[config.mk]
export PLATFORM = sky130hd
export DESIGN_NAME = fwd_hazard_unit
export DESIGN_NICKNAME = d
export VERILOG_FILES = /design/src/rtl/fwd_pkg.sv /design/src/rtl/fwd_match.sv /design/src/rtl/fwd_hazard_unit.sv
export SDC_FILE = /design/constraint.sdc
export NUM_CORES = 1
export LEC_CHECK = 0
export CAP_MARGIN = 20
export CORE_MARGIN = 1
export CORE_UTILIZATION = 42
export DETAILED_ROUTE_END_ITERATION = 8
export DONT_BUFFER_PORTS = 1
export MAX_ROUTING_LAYER = met4
export PLACE_DENSITY = 0.58
export SLEW_MARGIN = 15
export SYNTH_ARGS = -nofsm -noshare
export SYNTH_HDL_FRONTEND = slang
export SYNTH_SLANG_ARGS = --single-unit
[constraint.sdc]
create_clock -name clk -period 5.7 [get_ports clk]
set_clock_uncertainty 0.1 [all_clocks]
set_input_delay 0.57 -clock clk [delete_from_list [all_inputs] [get_ports clk]]
set_output_delay 0.57 -clock clk [all_outputs]
set_load 0.02 [all_outputs]
[src/rtl/fwd_pkg.sv]
// ---------------------------------------------------------------------------
// fwd_pkg
// Shared types and constants for the forwarding / hazard detection unit.
//   fwd_sel_width() : width of a per-port forward select (clog2(DEPTH+1))
//   FWD_RF          : select value meaning "take operand from register file"
//   fwd_rn_t        : register number as stored in the tracking pipe
//   fwd_entry_t     : one tracking-pipe entry {v, rn, ld}
// Register numbers are held at RN_MAX bits inside the pipe; narrower RW
// values are zero-extended on entry and on compare, so RW <= RN_MAX.
// ---------------------------------------------------------------------------
package fwd_pkg;

   localparam int RN_MAX = 16;

   // Forward select encoding: 0 = register file, k = tracked stage k.
   localparam int FWD_RF = 0;

   typedef logic [RN_MAX-1:0] fwd_rn_t;

   typedef struct packed {
      logic    v;    // entry holds a live register writer
      fwd_rn_t rn;   // destination register number
      logic    ld;   // writer is a load
   } fwd_entry_t;

   function automatic int fwd_sel_width(input int depth);
      return (depth < 1) ? 1 : $clog2(depth + 1);
   endfunction

endpackage

[src/rtl/fwd_match.sv]
// ---------------------------------------------------------------------------
// fwd_match
// Single-port priority matcher. Finds the nearest tracked stage whose
// destination equals this port's source register.
// Ports:
//   rs     in   source register number (zero-extended)
//   ruse   in   port actually reads rs
//   pipe   in   tracking pipe, entry 0 = EXE
//   sel    out  0 = register file, k+1 = forward from entry k
//   ld_hit out  matched entry is a load whose data is not yet forwardable
// ---------------------------------------------------------------------------
module fwd_match
   import fwd_pkg::*;
#(
   parameter int DEPTH    = 3,
   parameter int SW       = 2,
   parameter int LD_AVAIL = 1
) (
   input  fwd_rn_t                rs,
   input  logic                   ruse,
   input  fwd_entry_t [DEPTH-1:0] pipe,
   output logic [SW-1:0]          sel,
   output logic                   ld_hit
);

   // Scan from the oldest stage toward EXE so that the last hit written,
   // i.e. the lowest index, wins. r0 is hard-wired zero and never matches.
   always_comb begin
      sel    = SW'(FWD_RF);
      ld_hit = 1'b0;
      for (int k = DEPTH - 1; k >= 0; k--) begin
         if (ruse && (rs != '0) && pipe[k].v && (pipe[k].rn == rs)) begin
            sel    = SW'(k + 1);
            ld_hit = pipe[k].ld && (k < LD_AVAIL);
         end
      end
   end

endmodule

[src/rtl/fwd_hazard_unit.sv]
// ---------------------------------------------------------------------------
// fwd_hazard_unit
// Tracks the destination registers of the instructions in the DEPTH stages
// downstream of decode, produces per-port forward selects for the decode
// instruction and a load-use stall.
// Ports:
//   clk        in   clock, rising edge
//   clrn       in   asynchronous active-low reset
//   id_valid   in   decode instruction valid
//   id_rs      in   packed source registers, port p at [p*RW +: RW]
//   id_ruse    in   per-port source-used flag
//   id_wreg    in   decode instruction writes a register
//   id_rd      in   decode destination register
//   id_m2reg   in   decode instruction is a load
//   flush      in   kill the decode instruction this cycle
//   stall      out  hold PC and IF/ID, insert bubble
//   fwd        out  per-port forward select, port p at [p*SW +: SW]
//   stall_cnt  out  saturating count of stall cycles
// ---------------------------------------------------------------------------
module fwd_hazard_unit
   import fwd_pkg::*;
#(
   parameter int  RW       = 5,
   parameter int  NPORT    = 2,
   parameter int  DEPTH    = 3,
   parameter int  LD_AVAIL = 1,
   localparam int SW       = fwd_sel_width(DEPTH)
) (
   input  logic                  clk,
   input  logic                  clrn,
   input  logic                  id_valid,
   input  logic [NPORT*RW-1:0]   id_rs,
   input  logic [NPORT-1:0]      id_ruse,
   input  logic                  id_wreg,
   input  logic [RW-1:0]         id_rd,
   input  logic                  id_m2reg,
   input  logic                  flush,
   output logic                  stall,
   output logic [NPORT*SW-1:0]   fwd,
   output logic [15:0]           stall_cnt
);

   fwd_entry_t [DEPTH-1:0] pipe_reg;
   fwd_entry_t [DEPTH-1:0] pipe_next;
   logic [15:0]            stall_cnt_reg;
   logic [15:0]            stall_cnt_next;

   logic [NPORT-1:0]       ld_hit;
   logic [NPORT*SW-1:0]    sel_raw;
   logic                   hazard;

   // ---------------- per-port matchers ----------------
   generate
      for (genvar gi = 0; gi < NPORT; gi++) begin : g_port
         fwd_match #(
            .DEPTH    (DEPTH),
            .SW       (SW),
            .LD_AVAIL (LD_AVAIL)
         ) u_match (
            .rs     (fwd_rn_t'(id_rs[gi*RW +: RW])),
            .ruse   (id_ruse[gi]),
            .pipe   (pipe_reg),
            .sel    (sel_raw[gi*SW +: SW]),
            .ld_hit (ld_hit[gi])
         );
      end
   endgenerate

   assign hazard = |ld_hit;

   // A flushed or invalid decode slot never needs to wait for load data.
   assign stall  = hazard && id_valid && !flush;

   // Selects are meaningless while the instruction is held back.
   assign fwd    = stall ? '0 : sel_raw;

   // ---------------- tracking pipe next state ----------------
   // Older entries advance every cycle even during a stall: the stages
   // downstream keep moving and a bubble is what enters EXE.
   always_comb begin
      pipe_next = pipe_reg;
      pipe_next[0] = '0;
      if (id_valid && id_wreg && (id_rd != '0) && !stall && !flush) begin
         pipe_next[0].v  = 1'b1;
         pipe_next[0].rn = fwd_rn_t'(id_rd);
         pipe_next[0].ld = id_m2reg;
      end
      for (int k = 1; k < DEPTH; k++) begin
         pipe_next[k] = pipe_reg[k-1];
      end
   end

   // ---------------- stall counter next state ----------------
   always_comb begin
      stall_cnt_next = stall_cnt_reg;
      if (stall && (stall_cnt_reg != 16'hFFFF)) begin
         stall_cnt_next = stall_cnt_reg + 16'd1;
      end
   end

   // ---------------- state registers ----------------
   always_ff @(posedge clk or negedge clrn) begin
      if (!clrn) begin
         pipe_reg      <= '0;
         stall_cnt_reg <= 16'd0;
      end else begin
         pipe_reg      <= pipe_next;
         stall_cnt_reg <= stall_cnt_next;
      end
   end

   assign stall_cnt = stall_cnt_reg;

endmodule

Yosys cells after proc, flatten, opt, wreduce, memory -nomap -nowiden
Cells that the tools add are included.
- multiply operators: 0
- shifts and indexed selects: 0
- order comparisons: 0
- eq/ne operators: 7
- divide/modulo/power cells: 0
- bitwise gates (word level): 0
- reductions and logical operators: 27
- add/subtract/negate cells: 1
- muxes and demuxes: 10
- operator list (kind ; count):
    $eq 16x5->1 ; 6
    $reduce_bool 16->1 ; 2
    $logic_and 1x1->1 ; 21
    $mux 18 ; 1
    $add 16x1->16 const B ; 1
    $ne 16x16->1 const B ; 1
    $mux 2 ; 6
    $reduce_bool 5->1 ; 1
    $mux 4 ; 1
    $logic_not 1->1 ; 2
    $mux 1 ; 2
    $reduce_or 2->1 ; 1
- latch bits: 0
- logic and storage cells: 53
- memories: 0
- bits in writable memories: 0
- bits in read-only memories: 0
- bits of input ports: 23
- flip-flop bits (word level): 68

Depth between registers and ports, before layout
- word-level depth: 12
- mapped depth: 9

By module
From an unflattened synthesis, not the netlist that was laid out.
- cells, all modules: 269
- area total of the unflattened synthesis: 2645.0 um2
- modules (own cells, without submodules) (module ; cells each ; area an instance (um2) ; instances ; sequential area each (um2)):
    fwd_hazard_unit ; 111 ; 1436.4 ; 1 ; 925.9
    fwd_match ; 79 ; 604.3 ; 2 ; 0.0

Worst setup path before layout
OpenSTA, ideal clock, no wires.
- path kind: input to output
- from: input port id_rs[1]
- to: output port fwd[2]
- setup slack: 2.994 ns
- arrival time: 2.036 ns
- stages: 6
- cell sequence: or4_1 o21ai_2 nand4b_2 a21oi_2 buf_6 a21oi_1
- longest elaborated chain between the ends: 9
- RTL lines (item ; RTL line ; text):
    start: declaration ; fwd_hazard_unit.sv:32 ; input logic [NPORT*RW-1:0] id_rs,
    $reduce_bool 16->1 ; fwd_match.sv:32 ; if (ruse && (rs != '0) && pipe[k].v && (pipe[k].rn == rs)) begin
    $logic_and 1x1->1 (2 in series) ; fwd_match.sv:32 ;
    $logic_and 1x1->1 * ; fwd_match.sv:32 ;
    $mux 1 * ; fwd_match.sv:32 ;
    $reduce_or 2->1 * ; fwd_hazard_unit.sv:69 ; assign hazard = |ld_hit;
    $logic_and 1x1->1 * (2 in series) ; fwd_hazard_unit.sv:72 ; assign stall = hazard && id_valid && !flush;
    named net stall ; fwd_hazard_unit.sv:38 ; output logic stall,
    $mux 4 * ; fwd_hazard_unit.sv:75 ; assign fwd = stall ? '0 : sel_raw;
    end: declaration ; fwd_hazard_unit.sv:39 ; output logic [NPORT*SW-1:0] fwd,
The timed path passes the listed nets; every way through them passes the cells marked *.

Final worst setup path
- from: register pipe_reg (netlist bit pipe_next[20])
- to: output port fwd[2]
- longest elaborated chain between the ends: 7
- RTL lines (item ; RTL line ; text):
    start: declaration ; fwd_hazard_unit.sv:43 ; fwd_entry_t [DEPTH-1:0] pipe_reg;
    start signal: assignment ; fwd_hazard_unit.sv:107 ; pipe_reg <= pipe_next;
    $eq 16x5->1 ; fwd_match.sv:32 ;
    $logic_and 1x1->1 ; fwd_match.sv:32 ;
    $mux 1 ; fwd_match.sv:32 ;
    $reduce_or 2->1 * ; fwd_hazard_unit.sv:69 ;
    $logic_and 1x1->1 * (2 in series) ; fwd_hazard_unit.sv:72 ;
    named net stall ; fwd_hazard_unit.sv:38 ;
    $mux 4 * ; fwd_hazard_unit.sv:75 ;
Marked as above.

==> summary.txt <==
Detailed routing
  • DRT antenna net count: 0
  • TritonRoute pass-1 iters: 4
  • Via density: 5.428
  • # DRC: 0
  • Routed len/inst: 17.18 µm
  • Via count: 1,167
  • Total wire length: approximately 3.7 mm
  • First-iteration detailed-routing DRC count: a little over 60

Floorplanning
  • Die width: between 60 and 70 µm
  • Die Area: 4602 µm²
  • Core area: 4086 µm²
  • Initial Util: 0.4455
  • Die Y: 67.84 µm
  • Io pins: between 40 and 50
  • FP Rows: 23

STA
  • Slew HR: 0.3981
  • RSZ-0062 raised after global routing: false
  • Final-report hold violation count: 0
  • Max Slew Vio Count: 0
  • Worst-Margin Slew: about 0.90 ns
  • Hold Slack: slightly below 0.009 ns
  • Fin crit share: 0.5536
  • Setup violators final: 0
  • Max Clk Rate: ~0.32 GHz
  • TNS Setup: 0 ns
  • Final period demand of the worst path: around 3.2 ns

CTS
  • Num CTS Buffers: 5
  • # hold bufs at CTS: 1
  • Reg clk slew, reported paths: 0.07 ns
  • Clk buf depth: 2
  • Cts repair resizes: 0
  • CTS Sinks: 35
  • CTS Root Cell: clkbuf_8
  • CTS tree: yes
  • Clock latency on the worst-skew pair: ~0.28 ns
  • # H-tree levels: 2
  • # Post-CTS Setup Buffers: 0

Synthesis
  • EDFF count, synth: 0
  • Post-Syn Nets: between 150 and 200
  • Post-Synth Simple-Gate Area: 0.2199
  • Avg Synthesized Cell Area: 11.45 µm²
  • Synth top area share: 0.4811
  • Top_reg_cell synth: dfrtp_1
  • Synth Instances: about 160
  • Commonest cells in the netlist: dfrtp_1 (35), xor2_1 (28), xnor2_1 (17)
  • #FFs+latches synth: 35
  • Synthesized area: about 1800 µm²
  • Largest family of logic cells by synthesized area: simple AND/OR/NAND/NOR gates
  • Synth Area in XOR/XNOR: 0.2165
  • Synth area leader: dfrtp_1
  • Post-synthesis adder-cell area fraction: 0.006873
  • Multiplexer share of the synthesized area: 0.008247
  • Top-count cell post-synth: dfrtp_1
  • Yosys warning total: 0
  • Compound-Gate Fraction of Synth Area: 0.04811
  • Largest cells by area after synthesis: dfrtp_1 (48%), xor2_1 (13%), xnor2_1 (8.2%)
  • Seq/Total Area, Yosys: 0.4811
  • Asr flop ratio synth: 1.000
  • Distinct cells, synth: 34

Critical path
  • Worst setup EP type: output port
  • CP Launch Point: pipe_next[20]
  • R2r startpoint: pipe_next[20]
  • Arr. time, crit path: ~2.5 ns
  • CP Launch Type: register
  • WP data required: between 5 and 6 ns
  • Worst setup path class: reg2out
  • Crit Path Max Fanout: 11

Global routing
  • Largest net degree at the start of global routing: 36
  • All-layer global routing usage: 0.1906
  • Total global routing overflow: 0
  • Global-route wire length before repair: about 6.1 mm
  • Initial antenna violation count: 0
  • Number of global-route vias before repair: ~1,200

Placement
  • RD Place Congestion: between 0.8 and 0.9
  • Port Buffers: 0
  • Hpwl dp: ~2.8 mm

Cells and area
  • Synth-to-Final Area Change: 10.52%
  • Max reg flops: 16
  • N_diodes: 0
  • Proportion of layout cells with a drive suffix above 1: 0.1394
  • Nets: around 190
  • Fillcell total: 373

Run
  • # Max-Cap Violations: 0

Power and ir drop
  • VDD IR max: 0.0001686 V
  • Static Leak: between 0.9 and 1 nW
  • Pwr/cell area: around 270 nW/µm²

Hold path
  • Hold Crit Class: in2async

Outcome
  • Outcome: finished clean
## cells in the final DEF (no fill, tap or decap), types with 2 or more instances in the layout
master,Yosys,final
xnor2_1,17,17
dfrtp_1,35,35
nor3_1,3,3
nand3_1,9,9
nand2_1,7,7
and2_1,6,6
o21ai_2,2,2
a21oi_1,2,2
nor3_2,4,4
and3_1,6,6
bufinv_16,0,2
xor2_1,28,28
nand4b_2,2,2
nand4_1,5,5
or4_1,3,3
nor4_1,4,4
nor2_1,5,5
clkbuf_8,0,5
inv_1,2,2
nor4_2,2,2
## through the flow
stage	std cells	util	total power [mW]	instance area, µm²	setup WS [ns]
floorplan	159	-	0.2778	1821	2.994
global placement	206	0.4541	0.2814	1856	2.751
detailed placement	206	0.4541	0.2816	1856	2.691
CTS	215	0.4923	0.5580	2012	2.503
global route	215	0.4923	0.5694	2012	2.361
finish	215	0.4923	0.5497	2012	2.544
## critical path: stages, from the launching register on
cell	delay, ns
dfrtp_1	0.41
xor2_1	0.18
nor4_2	0.35
nand4b_2	0.22
a21oi_2	0.74
a21oi_1	0.29
## layout make-up
class | count | area [µm²] | area share
clock buffer | 5 | 68.82 | 0.03420
clock inverter | 3 | 67.56 | 0.03358
inverter | 2 | 7.507 | 0.003731
multi-input combinational | 119 | 909.6 | 0.4521
sequential | 35 | 875.8 | 0.4353
tap | 50 | 62.56 | 0.03109
timing repair buffer | 1 | 20.02 | 0.009950
## worst paths after layout
kind / slack (ns) / cells past startpoint / endpoint
max reg2reg: 3.16 / 6 / stall_cnt[15]
max in group asynchronous: 5.31 / 1 / stall_cnt[5]
min reg2reg: 0.31 / 0 / pipe_reg[53]
min: 0.009 / 1 / pipe_next[22]
min in group clk: 0.31 / 1 / pipe_next[18]
max: 2.54 / 5 / fwd[2]
## report_power, final
part	leakage (nW)	internal, mW	switching (mW)
sequential	0.478	0.252	0.00377
clock	0.0644	0.174	0.0925
combinational	0.404	0.0129	0.0141
total	0.947	0.439	0.110
## kinds of logic after synthesis
group / count (synthesis)
AO/OA/AOI/OAI: 11
XOR/XNOR: 45
adder cells (fa/ha/maj): 1
buffers and inverters: 5
flip-flops: 35
multiplexers: 1
AND/OR/NAND/NOR: 61
## layer usage
| metal | track usage | wire (µm) | share of wire |
|---|---|---|---|
| met4 | 0.06250 | 49 | 0.013 |
| met5 | - | 0 | 0 |
| met2 | 0.2698 | 1662 | 0.45 |
| met3 | 0.06000 | 272 | 0.074 |
| met1 | 0.2582 | 1709 | 0.46 |
Power figures use the tool's default switching activity.
